**config.mk**
```make
export PLATFORM = sky130hd
export DESIGN_NAME = puzzle_stage_ctrl
export DESIGN_NICKNAME = d
export VERILOG_FILES = /design/src/rtl/puzzle_stage_ctrl_pkg.sv /design/src/rtl/puzzle_stage_ctrl_zone_hit.sv /design/src/rtl/puzzle_stage_ctrl.sv
export SDC_FILE = /design/constraint.sdc
export NUM_CORES = 1
export LEC_CHECK = 0
export CORE_UTILIZATION = 39
export CTS_BUF_LIST = sky130_fd_sc_hd__clkbuf_8
export CTS_CLUSTER_DIAMETER = 100
export DETAILED_ROUTE_END_ITERATION = 8
export HOLD_SLACK_MARGIN = 0.02
export PLACE_DENSITY = 0.7
export SYNTH_ARGS = -nofsm -noshare
export SYNTH_HDL_FRONTEND = slang
export SYNTH_HIERARCHICAL = 1
export SYNTH_SLANG_ARGS = --single-unit
```
**constraint.sdc**
```tcl
create_clock -name clock -period 5.65 [get_ports clock]
set_input_delay 1.13 -clock clock [delete_from_list [all_inputs] [get_ports clock]]
set_output_delay 1.13 -clock clock [all_outputs]
set_load 0.005 [all_outputs]
```
**src/rtl/puzzle_stage_ctrl_pkg.sv**
```systemverilog
// Shared types and level constants for the puzzle stage controller.
// Zone origins below describe the current level's default trigger layout.
package puzzle_pkg;

    typedef enum logic [1:0] {
        REDRAW   = 2'd0,
        STABLE   = 2'd1,
        ANIM     = 2'd2,
        FINISHED = 2'd3
    } stageState_t;

    localparam int unsigned ZONE0_X = 120;
    localparam int unsigned ZONE0_Y = 156;
    localparam int unsigned ZONE1_X = 189;
    localparam int unsigned ZONE1_Y = 151;
    localparam int unsigned ZONE2_X = 177;
    localparam int unsigned ZONE2_Y = 213;
    localparam int unsigned ZONE3_X = 122;
    localparam int unsigned ZONE3_Y = 156;

    localparam int unsigned FIN_X_MIN_DEF = 156;
    localparam int unsigned FIN_Y_MAX_DEF = 55;

endpackage

```
**src/rtl/puzzle_stage_ctrl_zone_hit.sv**
```systemverilog
// Single square trigger-zone comparator.
// Bounds are widened by one bit so a zone near the coordinate limit cannot wrap.
module zone_hit #(
    parameter int unsigned X_W     = 9,
    parameter int unsigned Y_W     = 8,
    parameter int unsigned ZONE_SZ = 6
) (
    input  logic [X_W-1:0] x,
    input  logic [Y_W-1:0] y,
    input  logic [X_W-1:0] zoneX,
    input  logic [Y_W-1:0] zoneY,
    output logic           hit
);

    logic [X_W:0] xWide, xLo, xHi;
    logic [Y_W:0] yWide, yLo, yHi;

    always_comb begin
        xWide = {1'b0, x};
        yWide = {1'b0, y};
        xLo   = {1'b0, zoneX};
        yLo   = {1'b0, zoneY};
        xHi   = xLo + (X_W+1)'(ZONE_SZ - 1);
        yHi   = yLo + (Y_W+1)'(ZONE_SZ - 1);
        hit   = (xWide >= xLo) && (xWide <= xHi) && (yWide >= yLo) && (yWide <= yHi);
    end

endmodule

```
**src/rtl/puzzle_stage_ctrl.sv**
```systemverilog
// Puzzle stage tracker: sequences redraw/animation handshakes and flags completion.
// Optional redraw watchdog is enabled by defining REDRAW_WATCHDOG_EN.
module puzzle_stage_ctrl
    import puzzle_pkg::*;
#(
    parameter int unsigned              NUM_STAGES  = 4,
    parameter int unsigned              X_W         = 9,
    parameter int unsigned              Y_W         = 8,
    parameter int unsigned              ZONE_SZ     = 6,
    parameter logic [NUM_STAGES-1:0]    ANIM_MASK   = 4'b1000,
    parameter int unsigned              FIN_X_MIN   = FIN_X_MIN_DEF,
    parameter int unsigned              FIN_Y_MAX   = FIN_Y_MAX_DEF,
    parameter int unsigned              TIMEOUT_CYC = 1048575
) (
    input  logic                              clock,
    input  logic                              resetn,
    input  logic [X_W-1:0]                    x,
    input  logic [Y_W-1:0]                    y,
    input  logic                              activate,
    input  logic [NUM_STAGES*X_W-1:0]         zone_x,
    input  logic [NUM_STAGES*Y_W-1:0]         zone_y,
    input  logic                              done_redraw,
    input  logic                              done_animation,
    output logic [$clog2(NUM_STAGES+1)-1:0]   stage,
    output logic                              draw_map,
    output logic                              start_animation,
    output logic                              game_done,
    output logic                              redraw_timeout
);

    localparam int unsigned SW = $clog2(NUM_STAGES + 1);

    stageState_t   state, stateNext;
    logic [SW-1:0] stageNext;
    logic          armed, armedNext;

    logic [X_W-1:0] fwdZoneX, bwdZoneX;
    logic [Y_W-1:0] fwdZoneY, bwdZoneY;
    logic           animFwd, fwdHit, bwdHit;
    logic           canFwd, canBwd, atFinish, press;
    logic           wdExpire;

    // Select the forward (stage) and backward (stage-1) zone origins
    always_comb begin
        fwdZoneX = '0;
        fwdZoneY = '0;
        bwdZoneX = '0;
        bwdZoneY = '0;
        animFwd  = 1'b0;
        for (int unsigned k = 0; k < NUM_STAGES; k++) begin
            if (SW'(k) == stage) begin
                fwdZoneX = zone_x[k*X_W +: X_W];
                fwdZoneY = zone_y[k*Y_W +: Y_W];
                animFwd  = ANIM_MASK[k];
            end
            if (SW'(k + 1) == stage) begin
                bwdZoneX = zone_x[k*X_W +: X_W];
                bwdZoneY = zone_y[k*Y_W +: Y_W];
            end
        end
    end

    zone_hit #(.X_W(X_W), .Y_W(Y_W), .ZONE_SZ(ZONE_SZ)) fwdZone (
        .x     (x),
        .y     (y),
        .zoneX (fwdZoneX),
        .zoneY (fwdZoneY),
        .hit   (fwdHit)
    );

    zone_hit #(.X_W(X_W), .Y_W(Y_W), .ZONE_SZ(ZONE_SZ)) bwdZone (
        .x     (x),
        .y     (y),
        .zoneX (bwdZoneX),
        .zoneY (bwdZoneY),
        .hit   (bwdHit)
    );

    always_comb begin
        press    = activate && armed;
        canFwd   = (stage < SW'(NUM_STAGES)) && fwdHit;
        canBwd   = (stage != '0) && bwdHit;
        atFinish = (stage == SW'(NUM_STAGES)) && (x >= X_W'(FIN_X_MIN)) && (y <= Y_W'(FIN_Y_MAX));
    end

    always_comb begin
        stateNext       = state;
        stageNext       = stage;
        armedNext       = armed;
        draw_map        = 1'b0;
        start_animation = 1'b0;
        game_done       = 1'b0;
        case (state)
            REDRAW: begin
                draw_map = 1'b1;
                if ((done_redraw || wdExpire) && !activate) begin
                    stateNext = STABLE;
                end
            end
            STABLE: begin
                if (!activate) begin
                    armedNext = 1'b1;
                end
                if (atFinish) begin
                    stateNext = FINISHED;
                end else if (canFwd && press) begin
                    armedNext = 1'b0;
                    if (animFwd) begin
                        stateNext = ANIM;
                    end else begin
                        stageNext = stage + 1'b1;
                        stateNext = REDRAW;
                    end
                end else if (canBwd && press) begin
                    armedNext = 1'b0;
                    stageNext = stage - 1'b1;
                    stateNext = REDRAW;
                end
            end
            ANIM: begin
                draw_map        = 1'b1;
                start_animation = 1'b1;
                if (done_animation || wdExpire) begin
                    stageNext = stage + 1'b1;
                    stateNext = REDRAW;
                end
            end
            FINISHED: begin
                draw_map  = 1'b1;
                game_done = 1'b1;
            end
            default: stateNext = REDRAW;
        endcase
    end

    always_ff @(posedge clock) begin
        if (!resetn) begin
            state <= REDRAW;
            stage <= '0;
            armed <= 1'b0;
        end else begin
            state <= stateNext;
            stage <= stageNext;
            armed <= armedNext;
        end
    end

`ifdef REDRAW_WATCHDOG_EN
    localparam int unsigned WD_W = $clog2(TIMEOUT_CYC + 1);

    logic [WD_W-1:0] wdCount;
    logic            timeoutFlag;
    logic            wdActive;

    always_comb begin
        wdActive = (state == REDRAW) || (state == ANIM);
        wdExpire = wdActive && (wdCount == WD_W'(TIMEOUT_CYC - 1));
    end

    // Counter saturates at the limit so a REDRAW held by activate keeps expiring
    always_ff @(posedge clock) begin
        if (!resetn) begin
            wdCount     <= '0;
            timeoutFlag <= 1'b0;
        end else begin
            if (!wdActive || (stateNext != state)) begin
                wdCount <= '0;
            end else if (!wdExpire) begin
                wdCount <= wdCount + 1'b1;
            end
            if (wdExpire && (stateNext != state)) begin
                timeoutFlag <= 1'b1;
            end
        end
    end

    assign redraw_timeout = timeoutFlag;
`else
    assign wdExpire       = 1'b0;
    assign redraw_timeout = 1'b0;
`endif

endmodule

```
* Word-level counts from Yosys, hierarchy flattened
Cells that the tools add are included.
Storage, ports and cells: input bits 90, bits in registers 6, output and inout bits 7, logic and storage cells 94
Operators by class: eq/ne operators 14, muxes and demuxes 37, add/subtract/negate cells 6, reductions and logical operators 23, order comparisons 11
Operator list (count):
- 2-to-1 mux 9 bit | 8
- 2-to-1 mux 8 bit | 8
- adder 9 x 3 -> 10 bit (second input constant) | 2
- <= comparator 9 x 10 -> 1 bit | 2
- adder 8 x 3 -> 9 bit (second input constant) | 2
- greater-or-equal comparator 9 bit | 2
- <= comparator 8 x 9 -> 1 bit | 2
- greater-or-equal comparator 8 bit | 2
- 2-to-1 mux 3 bit | 5
- logical AND 1 bit | 14
- 2-to-1 mux 2 bit | 6
- greater-or-equal comparator 9 x 8 -> 1 bit (second input constant) | 1
- <= comparator 8 x 6 -> 1 bit (second input constant) | 1
- 2-to-1 mux 1 bit | 8
- equality test 2 x 3 -> 1 bit (first input constant) | 2
- != test 2 bit (second input constant) | 3
- != test 3 bit (second input constant) | 2
- one-hot mux 2 bit (3 select lines) | 1
- one-hot mux 3 bit (2 select lines) | 1
- nonzero test 3 bit | 2
- AND reduction 5 bit | 1
- equality test 2 bit (second input constant) | 2
- != test 4 bit (second input constant) | 1
- AND reduction 4 bit | 1
- 12 further kinds | 12

* Depth between registers and ports, before layout
Gate-level depths: netlist (run 1).
depth in word-level cells 16, mapped depth 25, depth with buffers taken out 22

* Modules after synthesis
The synthesis (run 1) kept the hierarchy.
By module, submodules not included:
- puzzle_stage_ctrl | sequential area each 120.1 µm², area an instance 1685.4 µm², instances 1, cells an instance 235
- zone_hit (fwdZone) | sequential area each 0.0 µm², area an instance 1037.2 µm², instances 1, cells an instance 134
- zone_hit (bwdZone) | sequential area each 0.0 µm², area an instance 1003.5 µm², instances 1, cells an instance 132

* Least setup slack after synthesis (run 1)
No wires, ideal clock.
path type register to register, start register stage[1], end register state[0], data required time 5.559 ns, stages on the path, launching flop included 26, arrival time 4.377 ns, setup slack 1.182 ns, period minus slack after synthesis 4.468 ns, cell sequence dfxtp_1 > inv_1 > ha_1 > nor2b_2 > buf_6 > nor2b_4 > buf_6 > buf_6 > a22oi_2 > o21ai_1 > mux2_2 > ha_1 > o21ai_0 > nor2_1 > xnor2_1 > ha_1 > or4_1 > a21oi_1 > o221ai_1 > o211ai_1 > o2111a_1 > nand3_1 > o211ai_1 > a21oi_1 > o21a_1 > a311oi_1
Between the ends: elaborated cells between the ends (all ways) 53
RTL lines:
- start, declared | RTL line puzzle_stage_ctrl.sv:24 | output logic [$clog2(NUM_STAGES+1)-1:0] stage,
- start signal, assigned | RTL line puzzle_stage_ctrl.sv:143 | stage <= stageNext;
- equality test 1 x 3 -> 1 bit | RTL line puzzle_stage_ctrl.sv:56 | if (SW'(k + 1) == stage) begin
- 2-to-1 mux 9 bit (3 in a row) | RTL line puzzle_stage_ctrl.sv:56
- 2-to-1 mux 9 bit (*) | RTL line puzzle_stage_ctrl.sv:56
- via bwdZoneX[0] | RTL line puzzle_stage_ctrl.sv:37 | logic [X_W-1:0] fwdZoneX, bwdZoneX;
- adder 9 x 3 -> 10 bit | RTL line puzzle_stage_ctrl_zone_hit.sv:23 | xHi = xLo + (X_W+1)'(ZONE_SZ - 1);
- <= comparator 9 x 10 -> 1 bit | RTL line puzzle_stage_ctrl_zone_hit.sv:25 | hit = (xWide >= xLo) && (xWide <= xHi) && (yWide >= yLo) && (yWide <= yHi);
- logical AND 1 bit (*) (3 in a row) | RTL line puzzle_stage_ctrl_zone_hit.sv:25
- via bwdHit | RTL line puzzle_stage_ctrl.sv:39 | logic animFwd, fwdHit, bwdHit;
- logical AND 1 bit (*) | RTL line puzzle_stage_ctrl.sv:82 | canBwd = (stage != '0) && bwdHit;
- logical AND 1 bit (*) | RTL line puzzle_stage_ctrl.sv:114 | end else if (canBwd && press) begin
- != test 4 bit (no source line) (*)
- AND reduction 4 bit (no source line) (*)
- end signal, assigned | RTL line puzzle_stage_ctrl.sv:142 | state <= stateNext;
- end, declared | RTL line puzzle_stage_ctrl.sv:33 | stageState_t state, stateNext;
The timed path passes the listed nets; every way through them passes the cells marked *. A chain may end at the register's enable or synchronous reset.

* Final worst setup path (run 1)
start input zone_x[10], end register state[1]
Between the ends: elaborated cells between the ends (all ways) 27
RTL lines:
- start, declared | RTL line puzzle_stage_ctrl.sv:20 | input logic [NUM_STAGES*X_W-1:0] zone_x,
- 2-to-1 mux 9 bit (*) (3 in a row) | RTL line puzzle_stage_ctrl.sv:56
- via bwdZoneX[1] | RTL line puzzle_stage_ctrl.sv:37
- adder 9 x 3 -> 10 bit | RTL line puzzle_stage_ctrl_zone_hit.sv:23
- <= comparator 9 x 10 -> 1 bit | RTL line puzzle_stage_ctrl_zone_hit.sv:25
- logical AND 1 bit (*) (3 in a row) | RTL line puzzle_stage_ctrl_zone_hit.sv:25
- via bwdHit | RTL line puzzle_stage_ctrl.sv:39
- logical AND 1 bit (*) | RTL line puzzle_stage_ctrl.sv:82
- logical AND 1 bit (*) | RTL line puzzle_stage_ctrl.sv:114
- != test 4 bit (no source line) (*)
- AND reduction 4 bit (no source line) (*)
Marks and branches as above.

==> qor.tcl, run 1 <==
set qor(cellPowerDensity_nw_per_um2) 439
set qor(overflow) 0
set qor(critPathLaunchType) {input pin}
set qor(stdcell_count) 710
set qor(p_clk_frac) 0.030
set qor(total_leakage_power_nw) 1.97
set qor(num_antenna_cells) 0
set qor(grt_antenna_before_repair) 0
set qor(start_util) 0.403
set qor(vdd.ir_drop.worst_uv) 203
set qor(number_of_distinct_library_cells_after_synthesis) 57
set qor(timing.final.crit_period_ps) 5070
set qor(finalSetupTns_ps) 0
set qor(multi_input_area_sq_um) 3270
set qor(die_x_um) 99.7
set qor(htreeDepth) 1
set qor(power_switching_share) 0.531
set qor(ant_nets) 0
set qor(relSlewSlack) 0.598
set qor(status) {finished, final reports clean}
set qor(setup_violations) 0
set qor(fillerInstances) 860
set qor(clk_latency_ps) 220
set qor(clock.fmax_mhz) 197
set qor(internal_uw) 987
set qor(placement.io_buffers) 95
set qor(cts_tree) {built}
set qor(area_growth_pct) 28.8
set qor(synth-seq-area-share) 0.0322
set qor(synthFlopType) {sky130_fd_sc_hd__dfxtp_1}
set qor(placed_cells) 707
set qor(synthDominantAreaCellType) {sky130_fd_sc_hd__ha_1}
set qor(cts.sink_count) 6
set qor(number_of_global_route_vias_before_repair) 3739
set qor(final_nets) 756
set qor(fp.dieH_um) 99.7
set qor(cts_made_buffers) 3
set qor(max_slew_violation_count) 0
set qor(gp_congestion) 0.931
set qor(synth.top_cells.by_area) {sky130_fd_sc_hd__ha_1 28%, sky130_fd_sc_hd__o21ai_1 5.9%, sky130_fd_sc_hd__nand2_1 5.6%}
set qor(coreArea_sq_um) 9240
set qor(yosys_warnings) 6
set qor(design.die.area_sq_um) 9950
set qor(via_count) 3896
set qor(grtUsageTotal) 0.206
set qor(synth_enable_flop_cells) 0
set qor(postCtsResizedCells) 0
set qor(design.portCount) 97
set qor(maxCapViolations) 0
set qor(dpl.hpwl_um) 9210
set qor(clk_pin_slew_ps) 40
set qor(synth_largest_type_area_fraction) 0.279
set qor(power.share.sequential) 0.035
set qor(routed_wire_length_per_instance_um) 14.9
set qor(crit_path_max_fanout) 3
set qor(cts.hold.buffers_added) 0
set qor(min-delay-path-class) {flop to flop}
set qor(fin_total_pwr_mw) 2.11
set qor(max_clock_buf_depth) 2
set qor(pwr-share-comb) 0.935
set qor(critPathArrivalTime_ps) 5190
set qor(async_reset_ff_frac) 0
set qor(postCtsSetupBuffers) 0
set qor(drt_iter0_markers) 220
set qor(crit_type) {input pin to flop}
set qor(crit_path_required_time_ps) 5770
set qor(p_sw_mw) 1.12
set qor(rows) 35
set qor(synth.ff_latch_count) 6
set qor(synth.avg_cell_area_sq_um) 7.44
set qor(detail_route.first_pass.iterations) 5
set qor(end_kind) {flop}
set qor(rsz_0062_raised_after_global_routing) {no}
set qor(avgViaCountPerCell) 5.49
set qor(grt_pass1_wl_um) 16800
set qor(layout-drive-gt1-share) 0.0792
set qor(root_buffer) {sky130_fd_sc_hd__clkbuf_8}
set qor(syn_area_sq_um) 3730
set qor(post_detailed_routing_wire_length_um) 10600
set qor(final_min_period_over_clock_period) 0.898
set qor(grt_start_max_net_pins) 39
set qor(timing_worst_slew_pin_value_ps) 602
set qor(synthesis.instances) 501
set qor(sequential_cell_area_sq_um) 120
set qor(timing.clock.skew_ps) 1.68
set qor(timing_hold_violations_final) 0
set qor(drc) 0
set qor(syn-num-nets) 674
power by group through the flow:
stage	Sequential, mW	Clock, mW	Combinational, mW
2_1_floorplan	0.0636	0	1.49
3_3_place_gp	0.0728	0	1.88
3_5_place_dp	0.0730	0	1.95
4_1_cts	0.0727	0.0643	1.96
5_1_grt	0.0759	0.0676	2.19
6_report	0.0727	0.0638	1.97
cell families after synthesis:
group                    count (synthesis)  synth area share
AND/OR/NAND/NOR                        119             0.163
XOR/XNOR                                28            0.0658
adder cells (fa/ha/maj)                 83             0.279
flip-flops                               6            0.0322
buffers and inverters                   77            0.0910
other                                    1           0.00101
AO/OA/AOI/OAI                          167             0.309
multiplexers                            20            0.0594
registers in the layout, summed over array words and instances (netlist names):
name / flops
armed: 1
stage: 3
state: 2
cell type report:
| class | count | area share |
|---|---|---|
| Multi-Input combinational cell | 418 | 0.682 |
| Timing Repair Buffer | 100 | 0.209 |
| Inverter | 54 | 0.0422 |
| Tap cell | 129 | 0.0336 |
| Sequential cell | 6 | 0.0250 |
| Clock buffer | 3 | 0.00860 |
worst max-delay path, cell delays in order:
cell and delay, ps:
sky130_fd_sc_hd__clkdlybuf4s50_1 440, sky130_fd_sc_hd__a22oi_2 200, sky130_fd_sc_hd__o21ai_1 100, sky130_fd_sc_hd__mux2_2 310, sky130_fd_sc_hd__ha_1 210, sky130_fd_sc_hd__o21ai_0 320
sky130_fd_sc_hd__nor2_1 100, sky130_fd_sc_hd__xnor2_1 140, sky130_fd_sc_hd__ha_1 190, sky130_fd_sc_hd__or4_1 520, sky130_fd_sc_hd__a21oi_1 140, sky130_fd_sc_hd__o221ai_1 120
sky130_fd_sc_hd__o211ai_1 140, sky130_fd_sc_hd__o2111a_1 240, sky130_fd_sc_hd__nand3_1 110, sky130_fd_sc_hd__o211ai_1 260, sky130_fd_sc_hd__a21oi_1 110, sky130_fd_sc_hd__a211o_1 290
sky130_fd_sc_hd__o32ai_1 120
synthesized netlist by cell type, types with 6 or more instances:
cell type                  instances
sky130_fd_sc_hd__nand3_1          11
sky130_fd_sc_hd__nor2_1           13
sky130_fd_sc_hd__xnor2_1          23
sky130_fd_sc_hd__clkbuf_1         10
sky130_fd_sc_hd__o21ai_1          44
sky130_fd_sc_hd__o21a_1            7
sky130_fd_sc_hd__dfxtp_1           6
sky130_fd_sc_hd__nand4_1           9
sky130_fd_sc_hd__nand2_1          56
sky130_fd_sc_hd__o21ai_0          21
sky130_fd_sc_hd__a21oi_1          25
sky130_fd_sc_hd__mux2_2           17
sky130_fd_sc_hd__ha_1             83
sky130_fd_sc_hd__a21o_1            9
sky130_fd_sc_hd__a22oi_2          10
sky130_fd_sc_hd__a221o_1          17
sky130_fd_sc_hd__inv_1            54
sky130_fd_sc_hd__a22oi_1           7
layer usage:
layer,share of wire,vias to the layer above,wire length (um),track usage
li1,-,2004,-,-
met1,0.50,1784,5340,0.296
met2,0.45,104,4760,0.341
met3,0.044,4,467,0.0239
met4,0.0032,0,34,0.0158
met5,0,-,0,0
worst paths after layout:
path / cells after the start / slack, ps / start / endpoint
min: 2 / 540 / stage[1] / stage[1]
min reg2reg: 2 / 540 / stage[1] / stage[1]
max: 19 / 580 / zone_x[10] / state[1]
max reg2reg: 22 / 610 / stage[0] / state[1]
per-stage QoR:
stage / utilization / cell area [sq um] / setup slack, ps / hold slack, ps
after floorplan: - / 3730 / 1180 / 498
after global placement: 0.515 / 4760 / 462 / 519
after detailed placement: 0.515 / 4760 / 383 / 524
after CTS: 0.519 / 4800 / 608 / 531
after global routing: 0.519 / 4800 / 282 / 570
final: 0.519 / 4800 / 577 / 535
cells in the final DEF (no fill, tap or decap), drive strengths merged, types with 7 or more instances in the layout:
cell and count:
nor2b 7, o21ai 65, a22oi 17, ha 83, a21oi 25, a21o 9, nand4 9, a221o 17
nor2 13, inv 54, nand3 11, mux2 17, clkdlybuf4s50 95, xnor2 23, o21a 7, nand2 57
No activity file was read; power rests on OpenSTA's default activity.
==> run 2, diff against run 1 <==
- CORE_UTILIZATION: 39 -> 40
- PLACE_DENSITY: 0.7 -> 0.72
==> qor.tcl, run 2 (synthesis gave the netlist of run 1 again) <==
set qor(status) {finished with violations}
set qor(violations) {design-rule violations}
set qor(grt_pass1_wl_um) 17300 ;# +2.9%
set qor(clk_pin_slew_ps) 40 ;# about the same
set qor(total_leakage_power_nw) 1.98 ;# +0.46%
set qor(grtUsageTotal) 0.215 ;# +0.00872
set qor(ant_nets) 0 ;# unchanged
set qor(drc) 2 ;# +2
set qor(cts.hold.buffers_added) 0 ;# unchanged
set qor(timing.final.crit_period_ps) 5120 ;# +43.7 ps
set qor(layout-drive-gt1-share) 0.0823 ;# +0.00316
set qor(cts_made_buffers) 3 ;# unchanged
set qor(final_nets) 758 ;# +0.26%
set qor(max_clock_buf_depth) 2 ;# unchanged
set qor(post_detailed_routing_wire_length_um) 10400 ;# -1.9%
set qor(avgViaCountPerCell) 5.68 ;# +3.5%
set qor(clock.fmax_mhz) 195 ;# -0.85%
set qor(final_standard_cell_utilization_of_the_core) 0.540 ;# +0.0203
set qor(htreeDepth) 1 ;# unchanged
set qor(postCtsResizedCells) 0 ;# unchanged
set qor(min-delay-path-class) {flop to flop}
set qor(timing_hold_violations_final) 0 ;# unchanged
set qor(root_buffer) {sky130_fd_sc_hd__clkbuf_8}
set qor(design.die.area_sq_um) 9710 ;# -2.5%
set qor(vdd.ir_drop.worst_uv) 191 ;# -6.1%
set qor(start_util) 0.421 ;# +0.0178
set qor(critPathArrivalTime_ps) 5250 ;# +60 ps
set qor(grt_antenna_before_repair) 0 ;# unchanged
set qor(via_count) 3925 ;# +0.74%
set qor(largest_register_ffs) 3 ;# unchanged
set qor(cts_tree) {built}
set qor(dpl.hpwl_um) 9030 ;# -1.9%
set qor(detail_route.first_pass.iterations) 6 ;# +1
set qor(max_flop_register) {stage}
set qor(postCtsSetupBuffers) 0 ;# unchanged
set qor(end_kind) {flop}
set qor(drt_iter0_markers) 233 ;# +5.9%
set qor(crit_type) {flop to flop}
set qor(relSlewSlack) 0.475 ;# -0.123
set qor(grt_start_max_net_pins) 50 ;# +28%
set qor(maxCapViolations) 0 ;# unchanged
set qor(crit_path_max_fanout) 12 ;# +9
set qor(layout.cells.most_common) {sky130_fd_sc_hd__clkdlybuf4s50_1}
set qor(crit_path_required_time_ps) 5780 ;# about the same
set qor(final_min_period_over_clock_period) 0.906 ;# +0.00774
set qor(rows) 34 ;# -2.9%
set qor(number_of_global_route_vias_before_repair) 3823 ;# +2.2%
set qor(mostFrequentLayoutCells) {95 x sky130_fd_sc_hd__clkdlybuf4s50_1, 82 x sky130_fd_sc_hd__ha_1, 56 x sky130_fd_sc_hd__nand2_1, 54 x sky130_fd_sc_hd__inv_1, 44 x sky130_fd_sc_hd__o21ai_1}
set qor(setup_violations) 0 ;# unchanged
set qor(design.portCount) 97 ;# unchanged
set qor(max_slew_violation_count) 0 ;# unchanged
set qor(timing_worst_slew_pin_value_ps) 787 ;# +185 ps
set qor(cellPowerDensity_nw_per_um2) 442 ;# +0.75%
set qor(coreArea_sq_um) 8850 ;# -4.2%
set qor(placement.io_buffers) 95 ;# unchanged
set qor(overflow) 0 ;# unchanged
set qor(clk_latency_ps) 220 ;# about the same
set qor(fp.dieH_um) 98.5 ;# -1.2%
set qor(rsz_0062_raised_after_global_routing) {no}
set qor(finalSetupTns_ps) 0 ;# unchanged
set qor(timing.clock.skew_ps) 0.628 ;# -1.05 ps
set qor(reg_top3) {stage x3, state x2, armed x1}
set qor(num_antenna_cells) 0 ;# unchanged
set qor(critPathLaunchType) {flop}
set qor(die_x_um) 98.5 ;# -1.2%
set qor(cts.sink_count) 6 ;# unchanged
set qor(gp_congestion) 0.881 ;# -5.4%
set qor(routed_wire_length_per_instance_um) 15.0 ;# +0.75%
set qor(area_growth_pct) 28.1
==> run 2: changes by cell type in the layout (fill, tap and decap cells not counted) <==
cell and change:
sky130_fd_sc_hd__buf_12 -1, sky130_fd_sc_hd__buf_4 +3
==> run 2: area by class of cell <==
cell class / count / area (sq um)
clock buffers: 3 / 41.3
fillers: 819 / 4070
inverters: 54 / 203
multi-input cells: 418 / 3270
flip-flops and latches: 6 / 120
well taps: 108 / 135
repair buffers: 102 / 1000
==> run 2: per-layer routing <==
layer | global-route usage | up-vias | share of wire
li1 | - | 2003 | -
met1 | 0.306 | 1786 | 0.50
met2 | 0.356 | 120 | 0.43
met3 | 0.0184 | 16 | 0.054
met4 | 0.0367 | 0 | 0.016
met5 | 0 | - | 0
==> run 2: worst max-delay path, cell delays in order, from the launching register on <==
cell	delay, ps
sky130_fd_sc_hd__dfxtp_1	350
sky130_fd_sc_hd__inv_1	120
sky130_fd_sc_hd__ha_1	170
sky130_fd_sc_hd__nor2b_2	480
sky130_fd_sc_hd__nor2b_4	410
sky130_fd_sc_hd__a22oi_2	80
sky130_fd_sc_hd__o21ai_1	150
sky130_fd_sc_hd__mux2_2	220
sky130_fd_sc_hd__ha_1	190
sky130_fd_sc_hd__o21ai_0	160
sky130_fd_sc_hd__or3_1	380
sky130_fd_sc_hd__xnor2_1	140
sky130_fd_sc_hd__ha_1	190
sky130_fd_sc_hd__or4_1	510
sky130_fd_sc_hd__a21oi_1	130
sky130_fd_sc_hd__o221ai_1	120
sky130_fd_sc_hd__o211ai_1	120
sky130_fd_sc_hd__o2111a_1	250
sky130_fd_sc_hd__nand3_1	110
sky130_fd_sc_hd__o211ai_1	210
sky130_fd_sc_hd__a21oi_1	110
sky130_fd_sc_hd__o21a_1	200
sky130_fd_sc_hd__a311oi_1	230
==> run 2: worst paths after layout <==
path                            startpoint       end  slack [ps]  cells after the start
worst min register to register    stage[0]  stage[0]         530                      2
worst max register to register    stage[1]  state[0]         530                     22
worst min-delay path              stage[0]  stage[0]         530                      2
worst max-delay path              stage[1]  state[0]         530                     22
==> run 2: stage by stage <==
step,worst slack [ps],instances,area [sq um],hold slack [ps],power (mW)
5_1_grt,137,691,4770,555,2.37
4_1_cts,533,691,4770,538,2.10
6_report,533,691,4770,534,2.11
2_1_floorplan,1180,501,3730,498,1.55
3_5_place_dp,433,688,4730,525,2.02
3_3_place_gp,559,688,4730,522,1.95
==> run 2: power by group <==
| group | switching, mW | internal (mW) |
|---|---|---|
| logic | 1.08 | 0.893 |
| clock network | 0.0191 | 0.0458 |
| registers | 0.0199 | 0.0531 |
==> run 3, diff against run 2 <==
- clock period: 5.65 -> 5.5 ns (I/O delays scaled with it)
==> qor.tcl, run 3 (synthesis gave the netlist of run 1 again) <==
set qor(postCtsSetupBuffers) 0 ;# unchanged
set qor(start_util) 0.421 ;# unchanged
set qor(fin_ws_ps) 563 ;# +29.9 ps
set qor(coreArea_sq_um) 8850 ;# unchanged
set qor(reg_top3) {stage x3, state x2, armed x1}
set qor(rows) 34 ;# unchanged
set qor(routed_wire_length_per_instance_um) 15.2 ;# +1.0%
set qor(timing_worst_slew_pin_value_ps) 721 ;# -65.8 ps
set qor(maxCapViolations) 0 ;# unchanged
set qor(die_x_um) 98.5 ;# unchanged
set qor(setup_violations) 0 ;# unchanged
set qor(grt_start_max_net_pins) 45 ;# -10%
set qor(largest_register_ffs) 3 ;# unchanged
set qor(timing.final.crit_period_ps) 4940 ;# -180 ps
set qor(num_antenna_cells) 0 ;# unchanged
set qor(avgViaCountPerCell) 5.62 ;# -1.0%
set qor(grtUsageTotal) 0.216 ;# +0.00162
set qor(postCtsResizedCells) 0 ;# unchanged
set qor(design.portCount) 97 ;# unchanged
set qor(grt_pass1_wl_um) 17400 ;# +0.20%
set qor(detail_route.first_pass.iterations) 7 ;# +1
set qor(crit_path_required_time_ps) 5640 ;# -140 ps
set qor(pwr-share-comb) 0.933 ;# -0.002
set qor(dpl-instance-area_sq_um) 4730 ;# -0.16%
set qor(drt_iter0_markers) 193 ;# -17%
set qor(source_of_the_critical_timing_path) {stage[0]}
set qor(fillerInstances) 820 ;# +0.12%
set qor(final_nets) 757 ;# -0.13%
set qor(vdd.ir_drop.worst_uv) 239 ;# +25%
set qor(r2r-start) {stage[0]}
set qor(timing_hold_violations_final) 0 ;# unchanged
set qor(critPathLaunchType) {flop}
set qor(max_slew_violation_count) 0 ;# unchanged
set qor(drc) 2 ;# unchanged
set qor(clk_latency_ps) 230 ;# about the same
set qor(area_growth_pct) 27.9
set qor(number_of_global_route_vias_before_repair) 3751 ;# -1.9%
set qor(dpl.hpwl_um) 9120 ;# +0.93%
set qor(overflow) 0 ;# unchanged
set qor(min-delay-path-class) {flop to flop}
set qor(cts.sink_count) 6 ;# unchanged
set qor(final_design_area_no_fill_sq_um) 4770 ;# -0.16%
set qor(fp.dieH_um) 98.5 ;# unchanged
set qor(root_buffer) {sky130_fd_sc_hd__clkbuf_8}
set qor(critPathArrivalTime_ps) 5080 ;# -170 ps
set qor(relSlewSlack) 0.519 ;# +0.0439
set qor(finalSetupTns_ps) 0 ;# unchanged
set qor(grt_antenna_before_repair) 0 ;# unchanged
set qor(htreeDepth) 1 ;# unchanged
set qor(status) {finished with violations}
set qor(rsz_0062_raised_after_global_routing) {no}
set qor(timing.clock.skew_ps) 0.696 ;# +0.0680 ps
set qor(crit_path_max_fanout) 17 ;# +5
set qor(internal_mw) 1.01 ;# +1.9%
set qor(cts_made_buffers) 3 ;# unchanged
set qor(worstRegToRegCells) 23 ;# +4.5%
set qor(p_clk_frac) 0.033 ;# +0.002
set qor(r2r_setup_slack_ps) 560 ;# +30 ps
set qor(cts.hold.buffers_added) 0 ;# unchanged
set qor(mostFrequentLayoutCells) {95 x sky130_fd_sc_hd__clkdlybuf4s50_1, 82 x sky130_fd_sc_hd__ha_1, 56 x sky130_fd_sc_hd__nand2_1, 54 x sky130_fd_sc_hd__inv_1, 44 x sky130_fd_sc_hd__o21ai_1}
set qor(design.die.area_sq_um) 9710 ;# unchanged
set qor(max_flop_register) {stage}
set qor(crit_end) {state[0]}
set qor(placement.io_buffers) 95 ;# unchanged
set qor(power.share.sequential) 0.035 ;# about the same
set qor(end_kind) {flop}
set qor(via_count) 3880 ;# -1.1%
set qor(final_standard_cell_utilization_of_the_core) 0.539 ;# -0.000849
set qor(gp_congestion) 0.872 ;# -0.99%
set qor(post_detailed_routing_wire_length_um) 10500 ;# +0.86%
set qor(clock.fmax_mhz) 203 ;# +3.6%
set qor(crit_type) {flop to flop}
set qor(violations) {design-rule violations}
set qor(detailedPlace.worstSlack_ps) 364 ;# -69.3 ps
set qor(fin_total_pwr_mw) 2.16 ;# +2.2%
set qor(layout-drive-gt1-share) 0.0808 ;# -0.00158
set qor(max_clock_buf_depth) 2 ;# unchanged
set qor(total_leakage_power_nw) 1.97 ;# -0.27%
set qor(cts_tree) {built}
set qor(layout.cells.most_common) {sky130_fd_sc_hd__clkdlybuf4s50_1}
set qor(cellPowerDensity_nw_per_um2) 452 ;# +2.3%
set qor(final_min_period_over_clock_period) 0.898 ;# -0.00802
set qor(r2r-end) {state[0]}
set qor(p_sw_mw) 1.15 ;# +2.4%
set qor(ant_nets) 0 ;# unchanged
set qor(power_switching_share) 0.531 ;# +0.00120
set qor(clk_pin_slew_ps) 40 ;# about the same
run 3: cell type report:
class                           instances  area [sq um]  area share
Multi-Input combinational cell        418          3270       0.686
Timing Repair Buffer                  101           996       0.209
Inverter                               54           203      0.0425
Tap cell                              108           135      0.0283
Sequential cell                         6           120      0.0252
Clock buffer                            3          41.3     0.00866
run 3: worst min path at each step:
stage	start	to	slack (ps)	cells past startpoint
2_1_floorplan	stage[1]	stage[1]	500	2
3_3_place_gp	stage[1]	stage[1]	520	2
3_5_place_dp	stage[1]	stage[1]	530	2
4_1_cts	stage[1]	stage[1]	540	2
5_1_grt	stage[1]	stage[1]	570	2
6_report	stage[1]	stage[1]	540	2
run 3: through the flow:
stage,hold slack (ps),std cells
finish,540,690
global route,574,690
CTS,541,690
detailed placement,534,687
global placement,521,687
floorplan,498,501
run 3: critical path: stages, from the launching register on:
cell                       delay (ps)
sky130_fd_sc_hd__dfxtp_1          350
sky130_fd_sc_hd__inv_1            160
sky130_fd_sc_hd__ha_1             260
sky130_fd_sc_hd__nor2b_1          260
sky130_fd_sc_hd__nor2b_1          180
sky130_fd_sc_hd__buf_4            230
sky130_fd_sc_hd__a221o_1          200
sky130_fd_sc_hd__o21ai_0           80
sky130_fd_sc_hd__o21ai_1          390
sky130_fd_sc_hd__ha_1             260
sky130_fd_sc_hd__o21a_1           190
sky130_fd_sc_hd__nand3_1          110
sky130_fd_sc_hd__xnor2_1          160
sky130_fd_sc_hd__ha_1             280
sky130_fd_sc_hd__and3_1           200
sky130_fd_sc_hd__nand4_1          100
sky130_fd_sc_hd__a21oi_1          130
sky130_fd_sc_hd__a31oi_1           60
sky130_fd_sc_hd__nor4_2           400
sky130_fd_sc_hd__nand4b_1         180
sky130_fd_sc_hd__o211ai_1         160
sky130_fd_sc_hd__a21oi_1          110
sky130_fd_sc_hd__o21a_1           190
sky130_fd_sc_hd__a311oi_1         220
run 3: per-layer routing:
| metal | share of wire | vias up | routed length [um] | GRT usage |
|---|---|---|---|---|
| li1 | - | 1999 | - | - |
| met1 | 0.50 | 1760 | 5240 | 0.303 |
| met2 | 0.45 | 109 | 4700 | 0.361 |
| met3 | 0.043 | 12 | 448 | 0.0213 |
| met4 | 0.0093 | 0 | 97 | 0.0413 |
| met5 | 0 | - | 0 | 0 |
run 3: power groups by stage:
stage / sequential [mW] / clock [mW] / combinational, mW
global placement: 0.0745 / 0 / 1.93
global route: 0.0778 / 0.0735 / 2.27
CTS: 0.0750 / 0.0708 / 2.00
floorplan: 0.0654 / 0 / 1.53
finish: 0.0749 / 0.0707 / 2.01
detailed placement: 0.0754 / 0 / 1.99
